--- src/rtl/rasterint_multi.sv ---
// Multi-channel raster interrupt controller: NCHAN programmable raster lines with sticky
// pending flags, lowest-index arbitration and a fixed-length INT pulse with retry gap.
module rasterint_multi #(
  parameter int         NCHAN    = 4,
  parameter int         LINE_W   = 9,
  parameter logic [8:0] HC_TRIG  = 9'd0,
  parameter int         INT_LEN  = 32,
  parameter logic [7:0] REG_BASE = 8'h40
) (
  input  logic              clk,
  input  logic              rst,
  input  logic [LINE_W-1:0] vc,
  input  logic [8:0]        hc,
  input  logic [7:0]        zxuno_addr,
  input  logic              zxuno_regrd,
  input  logic              zxuno_regwr,
  input  logic [7:0]        din,
  input  logic              cpu_intack,
  output logic [7:0]        dout,
  output logic              oe,
  output logic              int_n,
  output logic              vretraceint_disable,
  output logic              rasterint_in_progress
);

  localparam int               HI_W        = LINE_W - 8;
  localparam int               CNT_W       = $clog2(INT_LEN);
  localparam logic [CNT_W-1:0] CNT_LOAD    = CNT_W'(INT_LEN - 1);
  localparam logic [7:0]       GLOBAL_ADDR = REG_BASE + 8'(2 * NCHAN);

  typedef enum logic [1:0] {S_IDLE, S_ASSERT, S_GAP} state_t;

  state_t           state_q, state_d;
  logic [2:0]       chan_q, chan_d;
  logic [CNT_W-1:0] cnt_q, cnt_d;
  logic             int_n_q;
  logic             vrd_q;

  logic [NCHAN-1:0] pend_vec;
  logic [7:0]       rd_lo   [NCHAN];
  logic [7:0]       rd_ctrl [NCHAN];
  logic             ack_clr;
  logic             global_wr;
  logic [2:0]       lowest;

  // Only the accepted acknowledge (inside the low pulse) clears the serviced flag.
  assign ack_clr   = (state_q == S_ASSERT) && cpu_intack;
  assign global_wr = zxuno_regwr && (zxuno_addr == GLOBAL_ADDR);

  for (genvar gi = 0; gi < NCHAN; gi++) begin : g_chan
    localparam logic [7:0] LO_ADDR   = REG_BASE + 8'(2 * gi);
    localparam logic [7:0] CTRL_ADDR = REG_BASE + 8'(2 * gi + 1);

    logic [LINE_W-1:0] line_q;
    logic              en_q;
    logic              pend_q;
    logic              wr_lo, wr_ctrl, match, clr;

    assign wr_lo   = zxuno_regwr && (zxuno_addr == LO_ADDR);
    assign wr_ctrl = zxuno_regwr && (zxuno_addr == CTRL_ADDR);
    assign match   = en_q && (vc == line_q) && (hc == HC_TRIG);
    assign clr     = (wr_ctrl && (din[7] || !din[6])) || (ack_clr && (chan_q == 3'(gi)));

    always_ff @(posedge clk) begin
      if (rst) begin
        line_q <= '1;
        en_q   <= 1'b0;
        pend_q <= 1'b0;
      end else begin
        if (wr_lo) line_q[7:0] <= din;
        if (wr_ctrl) begin
          line_q[LINE_W-1:8] <= din[HI_W-1:0];
          en_q               <= din[6];
        end
        // A match always beats any clear landing on the same edge.
        if (match)    pend_q <= 1'b1;
        else if (clr) pend_q <= 1'b0;
      end
    end

    assign pend_vec[gi] = pend_q;
    assign rd_lo[gi]    = line_q[7:0];
    assign rd_ctrl[gi]  = {pend_q, en_q, 2'b00, 4'(line_q[LINE_W-1:8])};
  end

  always_comb begin
    lowest = 3'd0;
    for (int i = NCHAN - 1; i >= 0; i--) begin
      if (pend_vec[i]) lowest = 3'(i);
    end
  end

  always_comb begin
    state_d = state_q;
    chan_d  = chan_q;
    cnt_d   = cnt_q;
    unique case (state_q)
      S_IDLE: begin
        if (|pend_vec) begin
          state_d = S_ASSERT;
          chan_d  = lowest;
          cnt_d   = CNT_LOAD;
        end
      end
      S_ASSERT: begin
        if (cpu_intack) begin
          state_d = S_IDLE;
        end else if (cnt_q == '0) begin
          state_d = S_GAP;
          cnt_d   = CNT_LOAD;
        end else begin
          cnt_d = cnt_q - 1'b1;
        end
      end
      S_GAP: begin
        if (cnt_q == '0) state_d = S_IDLE;
        else             cnt_d   = cnt_q - 1'b1;
      end
      default: state_d = S_IDLE;
    endcase
  end

  always_ff @(posedge clk) begin
    if (rst) begin
      state_q <= S_IDLE;
      chan_q  <= 3'd0;
      cnt_q   <= '0;
      int_n_q <= 1'b1;
      vrd_q   <= 1'b0;
    end else begin
      state_q <= state_d;
      chan_q  <= chan_d;
      cnt_q   <= cnt_d;
      int_n_q <= (state_d != S_ASSERT);
      if (global_wr) vrd_q <= din[0];
    end
  end

  always_comb begin
    dout = 8'hFF;
    oe   = 1'b0;
    if (zxuno_regrd) begin
      if (zxuno_addr == GLOBAL_ADDR) begin
        dout = {(state_q == S_ASSERT), chan_q, 3'b000, vrd_q};
        oe   = 1'b1;
      end
      for (int i = 0; i < NCHAN; i++) begin
        if (zxuno_addr == REG_BASE + 8'(2 * i)) begin
          dout = rd_lo[i];
          oe   = 1'b1;
        end
        if (zxuno_addr == REG_BASE + 8'(2 * i + 1)) begin
          dout = rd_ctrl[i];
          oe   = 1'b1;
        end
      end
    end
  end

  // CTRL bits [5:4] carry no state; drained here so they do not dangle.
  logic unused_din;
  assign unused_din = ^din[5:4];

  assign int_n                 = int_n_q;
  assign vretraceint_disable   = vrd_q;
  assign rasterint_in_progress = (state_q == S_ASSERT);

endmodule

--- config.mk ---
export PLATFORM = sky130hd
export DESIGN_NAME = rasterint_multi
export DESIGN_NICKNAME = d
export VERILOG_FILES = /design/src/rtl/rasterint_multi.sv
export SDC_FILE = /design/constraint.sdc
export NUM_CORES = 1
export LEC_CHECK = 0
export ABC_AREA = 1
export BUFFER_PORTS_ARGS = -buffer_cell sky130_fd_sc_hd__buf_4
export CELL_PAD_IN_SITES_DETAIL_PLACEMENT = 1
export CELL_PAD_IN_SITES_GLOBAL_PLACEMENT = 1
export CORE_MARGIN = 4
export CORE_UTILIZATION = 40
export CTS_CLUSTER_DIAMETER = 80
export CTS_CLUSTER_SIZE = 24
export DETAILED_ROUTE_END_ITERATION = 10
export GPL_TIMING_DRIVEN = 0
export PLACE_DENSITY_LB_ADDON = 0.1
export SLEW_MARGIN = 20
export SYNTH_ARGS = -nofsm -noshare
export SYNTH_HDL_FRONTEND = slang
export SYNTH_SLANG_ARGS = --single-unit
--- constraint.sdc ---
create_clock -name clk -period 2.1 [get_ports clk]
set_input_delay 0.315 -clock clk [delete_from_list [all_inputs] [get_ports clk]]
set_output_delay 0.315 -clock clk [all_outputs]
set_load 0.01 [all_outputs]
* Word-level counts from Yosys, hierarchy flattened
Cells that the tools add are included.
** Storage, ports and cells
- Register bits after elaboration :: 56
- Input bits :: 39
- Output and inout bits :: 12
- Logic and storage cells :: 130
** Operators by class
- Add/sub/neg operators :: 1
- Equality and inequality tests :: 22
- Multiplexer cells :: 42
- Reduce and logical (&&, ||, !) cells :: 44
** Operators with widths (count)
- $mux W8 :: 10
- $eq A8 B7 Y1 const B :: 9
- $eq A9 B9 Y1 :: 4
- $logic_and A1 B1 Y1 :: 26
- $mux W5 :: 4
- $mux W1 :: 18
- $pmux W5 S3 :: 1
- $mux W2 :: 5
- $logic_not A9 Y1 :: 1
- $mux W3 :: 3
- $reduce_bool A2 Y1 :: 4
- $eq A3 B2 Y1 const B :: 2
- $ne A2 B2 Y1 const B :: 3
- $pmux W2 S3 :: 1
- $logic_not A5 Y1 :: 1
- $logic_or A1 B1 Y1 :: 5
- $sub A5 B1 Y5 const B :: 1
- $reduce_and A4 Y1 :: 1
- $reduce_or A4 Y1 :: 1
- $eq A3 B1 Y1 const B :: 1
- $logic_not A3 Y1 :: 1
- $reduce_bool A3 Y1 :: 1
- $eq A2 B1 Y1 const B :: 1
- $eq A2 B2 Y1 const B :: 1
- 4 further kinds :: 4

* Depth between registers and ports, before layout
Gate-level depths: netlist of run 1.
- Depth in word-level cells :: 11
- Depth in mapped cells :: 14
- Depth with buffers taken out :: 14

* Worst setup path before layout of run 1
OpenSTA, ideal clock, no wires.
- Kind :: input to output
- Start :: input port zxuno_addr[7]
- End :: output port dout[1]
- Arrival :: 1.352 ns
- Required time :: 1.785 ns
- Setup slack :: 0.433 ns
- Stages :: 12
- Path buffers :: 0
- Cells stage by stage :: inv_1 -> nand2_1 -> nor2_4 -> nand2_2 -> nor2_4 -> nor2_1 -> nand2_1 -> nand2_1 -> nand2_1 -> nand2_1 -> nand2_1 -> nand2_1
** On the way
- Word-level cells in the longest chain between the ends :: 11
- Elaborated cells on any way between the ends :: 19
- Those cells by class :: eq/ne: 9; mux: 10
** RTL lines
- start: declaration :: RTL line 14 : input logic [7:0] zxuno_addr,
- $eq A8 B7 Y1 :: RTL line 143 : if (zxuno_addr == GLOBAL_ADDR) begin
- $mux W8 :: RTL line 143
- $mux W8 :: RTL line 148 : if (zxuno_addr == REG_BASE + 8'(2 * i)) begin
- $mux W8 :: RTL line 152 : if (zxuno_addr == REG_BASE + 8'(2 * i + 1)) begin
- $mux W8 :: RTL line 148
- $mux W8 :: RTL line 152
- $mux W8 :: RTL line 148
- $mux W8 :: RTL line 152
- $mux W8 :: RTL line 148
- $mux W8 (*) :: RTL line 152
- $mux W8 (*) :: RTL line 142 : if (zxuno_regrd) begin
- end: declaration :: RTL line 19 : output logic [7:0] dout,
Mark *: on every way between the ends. The rest lies on a longest branch, timed or not.

* Worst setup path after layout of run 1
- Start :: input port zxuno_addr[4]
- End :: output port dout[0]
The elaborated chain is that of the path after synthesis.

==> results of run 1 <==
metal layers:
layer  global-route usage, %  part of all wire, %  vias up
li1                        -                    -     1926
met5                       0                    0        -
met4                    7.36                  2.7        0
met1                    34.9                   45     1938
met2                    41.3                   46      127
met3                    5.17                  6.1       26
cells in the mapped netlist, drive strengths merged:
cell type	number
nand2	173
inv	75
dfxtp	55
a21oi	42
nor2	36
o21ai	36
nand3	33
o211ai	21
xor2	12
nand4	10
buf	8
clkbuf	6
ha	6
nor4	6
o22ai	4
o311ai	4
clkinv	3
or2	3
nor3	2
o221ai	2
a211oi	1
a221oi	1
nand3b	1
o211a	1
worst max-delay path, cell delays in order:
cell and delay [ps]:
sky130_fd_sc_hd__buf_8 100, sky130_fd_sc_hd__nor2_4 100, sky130_fd_sc_hd__nand4_1 220, sky130_fd_sc_hd__nor2_4 300
sky130_fd_sc_hd__inv_2 60, sky130_fd_sc_hd__or2_1 230, sky130_fd_sc_hd__nand4_1 100, sky130_fd_sc_hd__nand2_1 70
sky130_fd_sc_hd__nand2_1 70, sky130_fd_sc_hd__nand2_2 70, sky130_fd_sc_hd__buf_6 120
flip-flops by register name (all words and copies together) (netlist names):
register	cells
chan_q	2
g_chan.pend_q	4
int_n	1
g_chan.en_q	4
vretraceint_disable	1
g_chan.line_q	36
cnt_q	5
state_q	2
power groups by stage:
stage,clock (uW),sequential [uW],combinational [uW]
after floorplan,0,1070,106
after global placement,0,1070,218
after detailed placement,0,1070,223
after CTS,862,1050,232
after global routing,918,1050,291
final,866,1040,271
area by class of cell:
cell class	instances	area, um^2	area share, %
Tap cell	105	131	2.89
Sequential cell	55	1110	24.3
Timing Repair Buffer	71	604	13.3
Clock inverter	2	60.1	1.32
Clock buffer	6	72.6	1.60
Buffer	14	77.6	1.71
Inverter	78	309	6.79
Multi-Input combinational cell	394	2190	48.1
per-stage QoR:
| stage | total power [uW] | std cells | cell area, um^2 |
|---|---|---|---|
| 2_1_floorplan | 1180 | 541 | 3500 |
| 3_3_place_gp | 1290 | 691 | 3970 |
| 3_5_place_dp | 1290 | 691 | 3970 |
| 4_1_cts | 2140 | 710 | 4200 |
| 5_1_grt | 2250 | 725 | 4550 |
| 6_report | 2180 | 725 | 4550 |
logic make-up (layout without fill, tap and decap cells):
family,count (synthesis),count (layout),share of synthesized area [%]
adder cells (fa/ha/maj),6,6,2.15
flip-flops,55,55,31.5
buffers and inverters,92,171,10.5
AND/OR/NAND/NOR,264,264,34.1
AO/OA/AOI/OAI,112,112,18.7
XOR/XNOR,12,12,3.01
worst min path at each step:
stage / from / to
after floorplan: din[3] / g_chan[3].line_q[3]
after global placement: cnt_q[4] / cnt_q[4]
after detailed placement: vretraceint_disable / vretraceint_disable
after CTS: din[1] / g_chan[3].line_q[1]
after global routing: din[5] / g_chan[2].line_q[5]
final: din[3] / g_chan[3].line_q[3]
what timing repair did:
item	CTS	global route
setup buffers	11	15
hold buffers	0	0
pin swaps	6	35
setup endpoints to repair	8	8
gates resized for setup	6	76
==> flow_metrics.env, run 1 <==
export IMPL_post_route_min_period_ps=2080
export IMPL_drt_wirelength_per_cell_um=18.8
export IMPL_ys_warnings_count=0
export IMPL_die_area_mm2=0.0103
export IMPL_worstSetupEndpoint="dout[0]"
export IMPL_synth_sequential_area_ratio_pct=31.5
export IMPL_mappedNetlistArea_mm2=0.00350
export IMPL_netSwitchingFraction_pct=25.6
export IMPL_cts_root_to_sink_buffers=2
export IMPL_p_comb_share_pct=12.4
export IMPL_routed_via_count=4017
export IMPL_htree_levels=2
export IMPL_final_setup_worst_slack_ps=22.8
export IMPL_reg2reg_to="cnt_q[3]"
export IMPL_setup_viol=0
export IMPL_placement_setup_slack_ps=-280
export IMPL_fmax_mhz=481
export IMPL_clock_skew_ps=7.92
export IMPL_final_period_utilization_pct=98.9
export IMPL_seqPwrFrac_pct=47.9
export IMPL_synthesis_instances=541
export IMPL_chipHeight_um=102
export IMPL_cts_reportedPaths_clkPinSlew_ps=110
export IMPL_worst_hold_slack_ps=229
export IMPL_grt_start_max_net_pins=17
export IMPL_setup_worst_path_start="zxuno_addr[4]"
export IMPL_utilization_pct=54.5
export IMPL_leading_cell_type_in_the_layout_fill_and_taps_excluded="sky130_fd_sc_hd__nand2_1"
export IMPL_route_detailed_vias_per_inst=5.54
export IMPL_reg2reg_depth=9
export IMPL_rows=33
export IMPL_clock_net_sink_count=55
export IMPL_crit_reg2reg_launch="state_q[1]"
export IMPL_p_sw_uw=559
export IMPL_clock_insertion_delay_worst_skew_ps=320
export IMPL_nNetsFinal=664
export IMPL_num_antenna_cells=0
export IMPL_count_of_fill_cells_added_during_filler_insertion=1119
export IMPL_timing_setup_tns_ps=0
export IMPL_postSynthRegisterBits=55
export IMPL_cp_arrival_ps=1760
export IMPL_critical_path_maximum_fanout=5
export IMPL_setup_repair_after_global_routing_missed_its_margin="true"
export IMPL_detail_route_antenna_nets=0
export IMPL_root_buffer="sky130_fd_sc_hd__clkbuf_8"
export IMPL_count_of_cell_types_in_the_netlist=38
export IMPL_final_layout_size_suffix_gt1_share_pct=24.8
export IMPL_grt_first_pass_wirelength_mm=20.4
export IMPL_synth_top_cell_area_share_pct=31.5
export IMPL_aggregate_routed_wire_length_mm=13.6
export IMPL_vdd_ir_drop_worst_uv=305
export IMPL_syn_nets=586
export IMPL_drt_first_iter_violations=235
export IMPL_p_clk_share_pct=39.7
export IMPL_synth_area_leader_cell="sky130_fd_sc_hd__dfxtp_1"
export IMPL_status="completed"
export IMPL_place_port_buffers=45
export IMPL_drc=0
export IMPL_cap_violations=0
export IMPL_overflow_after_grt=0
export IMPL_grt_antenna_before_repair=0
export IMPL_tritoncts_num_buffers=5
export IMPL_global_route_usage_total_pct=25.7
export IMPL_power_density_cell_area_mw_per_mm2=479
export IMPL_area_growth_pct=30.1
export IMPL_die_width_um=102
export IMPL_initial_utilization_pct=41.9
export IMPL_reg2reg_slack_ps=290
export IMPL_dp_hpwl_mm=9.80
export IMPL_tightestPinTransition_ps=758
export IMPL_post_synth_main_area_contributors="sky130_fd_sc_hd__dfxtp_1, sky130_fd_sc_hd__nand2_1, sky130_fd_sc_hd__inv_1"
export IMPL_type_of_the_worst_setup_path="in -> out"
export IMPL_weighted_congestion_reported_at_the_end_of_routability_driven_placement=0.941
export IMPL_slew_viol_final=0
export IMPL_internal_power_uw=1620
export IMPL_cp_data_required_time_ps=1780
export IMPL_slew_limit_headroom_pct=49.4
export IMPL_design_core_area_mm2=0.00834
export IMPL_top_level_ports=51
export IMPL_crit_path_end_kind="output pin"
export IMPL_tritoncts_clock_tree="done"
export IMPL_cellLeakagePower_uw=0.00222
export IMPL_count_of_tritonroute_iterations_in_the_first_routing_pass=4
export IMPL_grt_pass1_vias=3945
export IMPL_most_common_layout_cells="sky130_fd_sc_hd__nand2_1, sky130_fd_sc_hd__inv_1, sky130_fd_sc_hd__buf_4"
export IMPL_hold_path_class="in -> reg"
export IMPL_setup_worst_path_start_class="input pin"
export IMPL_depth_of_the_worst_hold_timing_path=3
export IMPL_hold_violations=0
export IMPL_postSynthAreaPerCell_um2=6.46
Power figures use the tool's default switching activity.
==> run 2: changes to the inputs <==
- PLACE_DENSITY: not set -> 0.83
- PLACE_DENSITY_LB_ADDON: 0.1 -> not set
==> flow_metrics.env, run 2 (synthesis results as in run 1) <==
export IMPL_status="completed"
export IMPL_reg2reg_slack_ps=430
export IMPL_route_detailed_vias_per_inst=5.50
export IMPL_largest_registers="g_chan.line_q (36), cnt_q (5)"
export IMPL_tritoncts_num_buffers=5
export IMPL_leading_cell_type_in_the_layout_fill_and_taps_excluded="sky130_fd_sc_hd__nand2_1"
export IMPL_setup_worst_path_start="zxuno_addr[5]"
export IMPL_finish_cell_count_without_fillers=714
export IMPL_clock_net_sink_count=55
export IMPL_grt_pass1_vias=3882
export IMPL_cellLeakagePower_uw=0.00210
export IMPL_htree_levels=2
export IMPL_die_area_mm2=0.0103
export IMPL_grt_first_pass_wirelength_mm=20.3
export IMPL_utilization_pct=50.8
export IMPL_top_level_ports=51
export IMPL_weighted_congestion_reported_at_the_end_of_routability_driven_placement=0.915
export IMPL_post_route_min_period_ps=2030
export IMPL_place_port_buffers=45
export IMPL_dp_hpwl_mm=10.2
export IMPL_type_of_the_worst_setup_path="in -> out"
export IMPL_crit_path_end_kind="output pin"
export IMPL_routed_via_count=3930
export IMPL_grt_antenna_before_repair=0
export IMPL_slew_viol_final=0
export IMPL_clock_insertion_delay_worst_skew_ps=310
export IMPL_cts_root_to_sink_buffers=2
export IMPL_global_route_usage_total_pct=25.6
export IMPL_hold_path_class="in -> reg"
export IMPL_placement_setup_slack_ps=-138
export IMPL_rows=33
export IMPL_critical_path_cell_chain="buf_4 -> inv_1 -> nand2_2 -> nor2_4 -> nand2_4 -> nor2_4 -> buf_12 -> a21oi_1 -> nand4_1 -> nand2_1 -> nand2_2 -> nand2_1 -> buf_4"
export IMPL_fmax_mhz=493
export IMPL_cp_data_required_time_ps=1780
export IMPL_grt_start_max_net_pins=15
export IMPL_setup_repair_after_global_routing_missed_its_margin="true"
export IMPL_hold_violations=0
export IMPL_chipHeight_um=102
export IMPL_area_growth_pct=21.1
export IMPL_placed_cells_incl_taps=691
export IMPL_most_common_layout_cells="sky130_fd_sc_hd__nand2_1, sky130_fd_sc_hd__inv_1, sky130_fd_sc_hd__buf_4"
export IMPL_final_period_utilization_pct=96.6
export IMPL_final_setup_worst_slack_ps=71.6
export IMPL_die_width_um=102
export IMPL_cap_violations=0
export IMPL_reg2reg_to="cnt_q[1]"
export IMPL_slew_limit_headroom_pct=53.2
export IMPL_aggregate_routed_wire_length_mm=13.2
export IMPL_drt_wirelength_per_cell_um=18.5
export IMPL_critical_path_slowest_cell="sky130_fd_sc_hd__nor2_4"
export IMPL_drt_first_iter_violations=231
export IMPL_ff_latch_area_mm2=0.00110
export IMPL_num_antenna_cells=0
export IMPL_flip_flop_count_of_the_largest_register_all_copies_and_words_added=36
export IMPL_count_of_tritonroute_iterations_in_the_first_routing_pass=4
export IMPL_crit_reg2reg_launch="state_q[0]"
export IMPL_power_density_cell_area_mw_per_mm2=435
export IMPL_cp_arrival_ps=1710
export IMPL_detail_route_antenna_nets=0
export IMPL_count_of_fill_cells_added_during_filler_insertion=1136
export IMPL_top_register="g_chan.line_q"
export IMPL_critical_path_maximum_fanout=6
export IMPL_final_layout_size_suffix_gt1_share_pct=19.2
export IMPL_reg2reg_depth=7
export IMPL_design_core_area_mm2=0.00834
export IMPL_setup_worst_path_start_class="input pin"
export IMPL_clock_skew_ps=6.61
export IMPL_worstSetupEndpoint="dout[0]"
export IMPL_vdd_ir_drop_worst_uv=246
export IMPL_timing_setup_tns_ps=0
export IMPL_tritoncts_clock_tree="done"
export IMPL_drc=0
export IMPL_tightestPinTransition_ps=701
export IMPL_overflow_after_grt=0
export IMPL_multi_input_combinational_cell_area_mm2=0.00208
export IMPL_setup_viol=0
export IMPL_nNetsFinal=655
export IMPL_root_buffer="sky130_fd_sc_hd__clkbuf_8"
export IMPL_cts_reportedPaths_clkPinSlew_ps=100
export IMPL_critical_path_max_stage_delay_ps=230
export IMPL_initial_utilization_pct=41.9
==> run 2: changes by cell type in the layout (fill, tap and decap cells not counted), moves of 3 or more <==
cell                      delta
sky130_fd_sc_hd__buf_4       +6
sky130_fd_sc_hd__buf_6      -16
sky130_fd_sc_hd__inv_1       +4
sky130_fd_sc_hd__inv_4       -4
sky130_fd_sc_hd__nand2_1    +11
sky130_fd_sc_hd__nand2_2    -10
sky130_fd_sc_hd__nand3_1     +7
sky130_fd_sc_hd__nand3_2     -7
sky130_fd_sc_hd__nor2_1      +3
sky130_fd_sc_hd__nor2_4      -3
==> run 2: how the worst min path moves through the flow <==
stage / from / to / cells after the start
4_1_cts: din[1] / g_chan[3].line_q[1] / 3
3_5_place_dp: vretraceint_disable / vretraceint_disable / 2
5_1_grt: din[1] / g_chan[3].line_q[1] / 3
2_1_floorplan: din[3] / g_chan[3].line_q[3] / 2
6_report: din[1] / g_chan[3].line_q[1] / 3
3_3_place_gp: cnt_q[4] / cnt_q[4] / 2
==> run 2: cell type report <==
cell class	instances	area share, %
buffer	14	1.92
clock buffer	6	1.71
tap	105	3.10
multi-input combinational	394	49.1
inverter	78	6.94
timing repair buffer	62	11.2
sequential	55	26.0
==> run 2: per-layer routing <==
layer / vias to the layer above / GRT usage [%] / share of wire [%]
met2: 103 / 41.5 / 47
met3: 18 / 3.58 / 6.5
met1: 1899 / 35.3 / 45
met5: - / 0 / 0
li1: 1910 / - / -
met4: 0 / 8.08 / 1.9
==> run 2: critical path, delay by kind of cell <==
| family | cells | cell delay (ps) |
|---|---|---|
| and+or+nand+nor | 8 | 860 |
| AOI/OAI and AO/OA | 1 | 70 |
| buffers and inverters | 4 | 460 |
==> run 2: timing repair <==
item / in CTS / in global routing
gates cloned: 0 / 1
hold buffers: 0 / 0
pin swaps: 4 / 5
setup buffers: 4 / 12
endpoints found under the setup margin: 7 / 8
resized for setup: 3 / 17
==> run 2: through the flow <==
step                area, um^2  hold slack [ps]  power (uW)
floorplan                 3500              428        1180
finish                    4240              240        1840
detailed placement        3970              467        1290
global route              4240              242        1920
global placement          3970              457        1280
CTS                       4090              241        1840
==> run 2: power breakdown <==
part	switching, uW	internal (uW)	total [uW]
clock	337	224	561
sequential	1.77	1040	1050
combinational	150	86.8	236
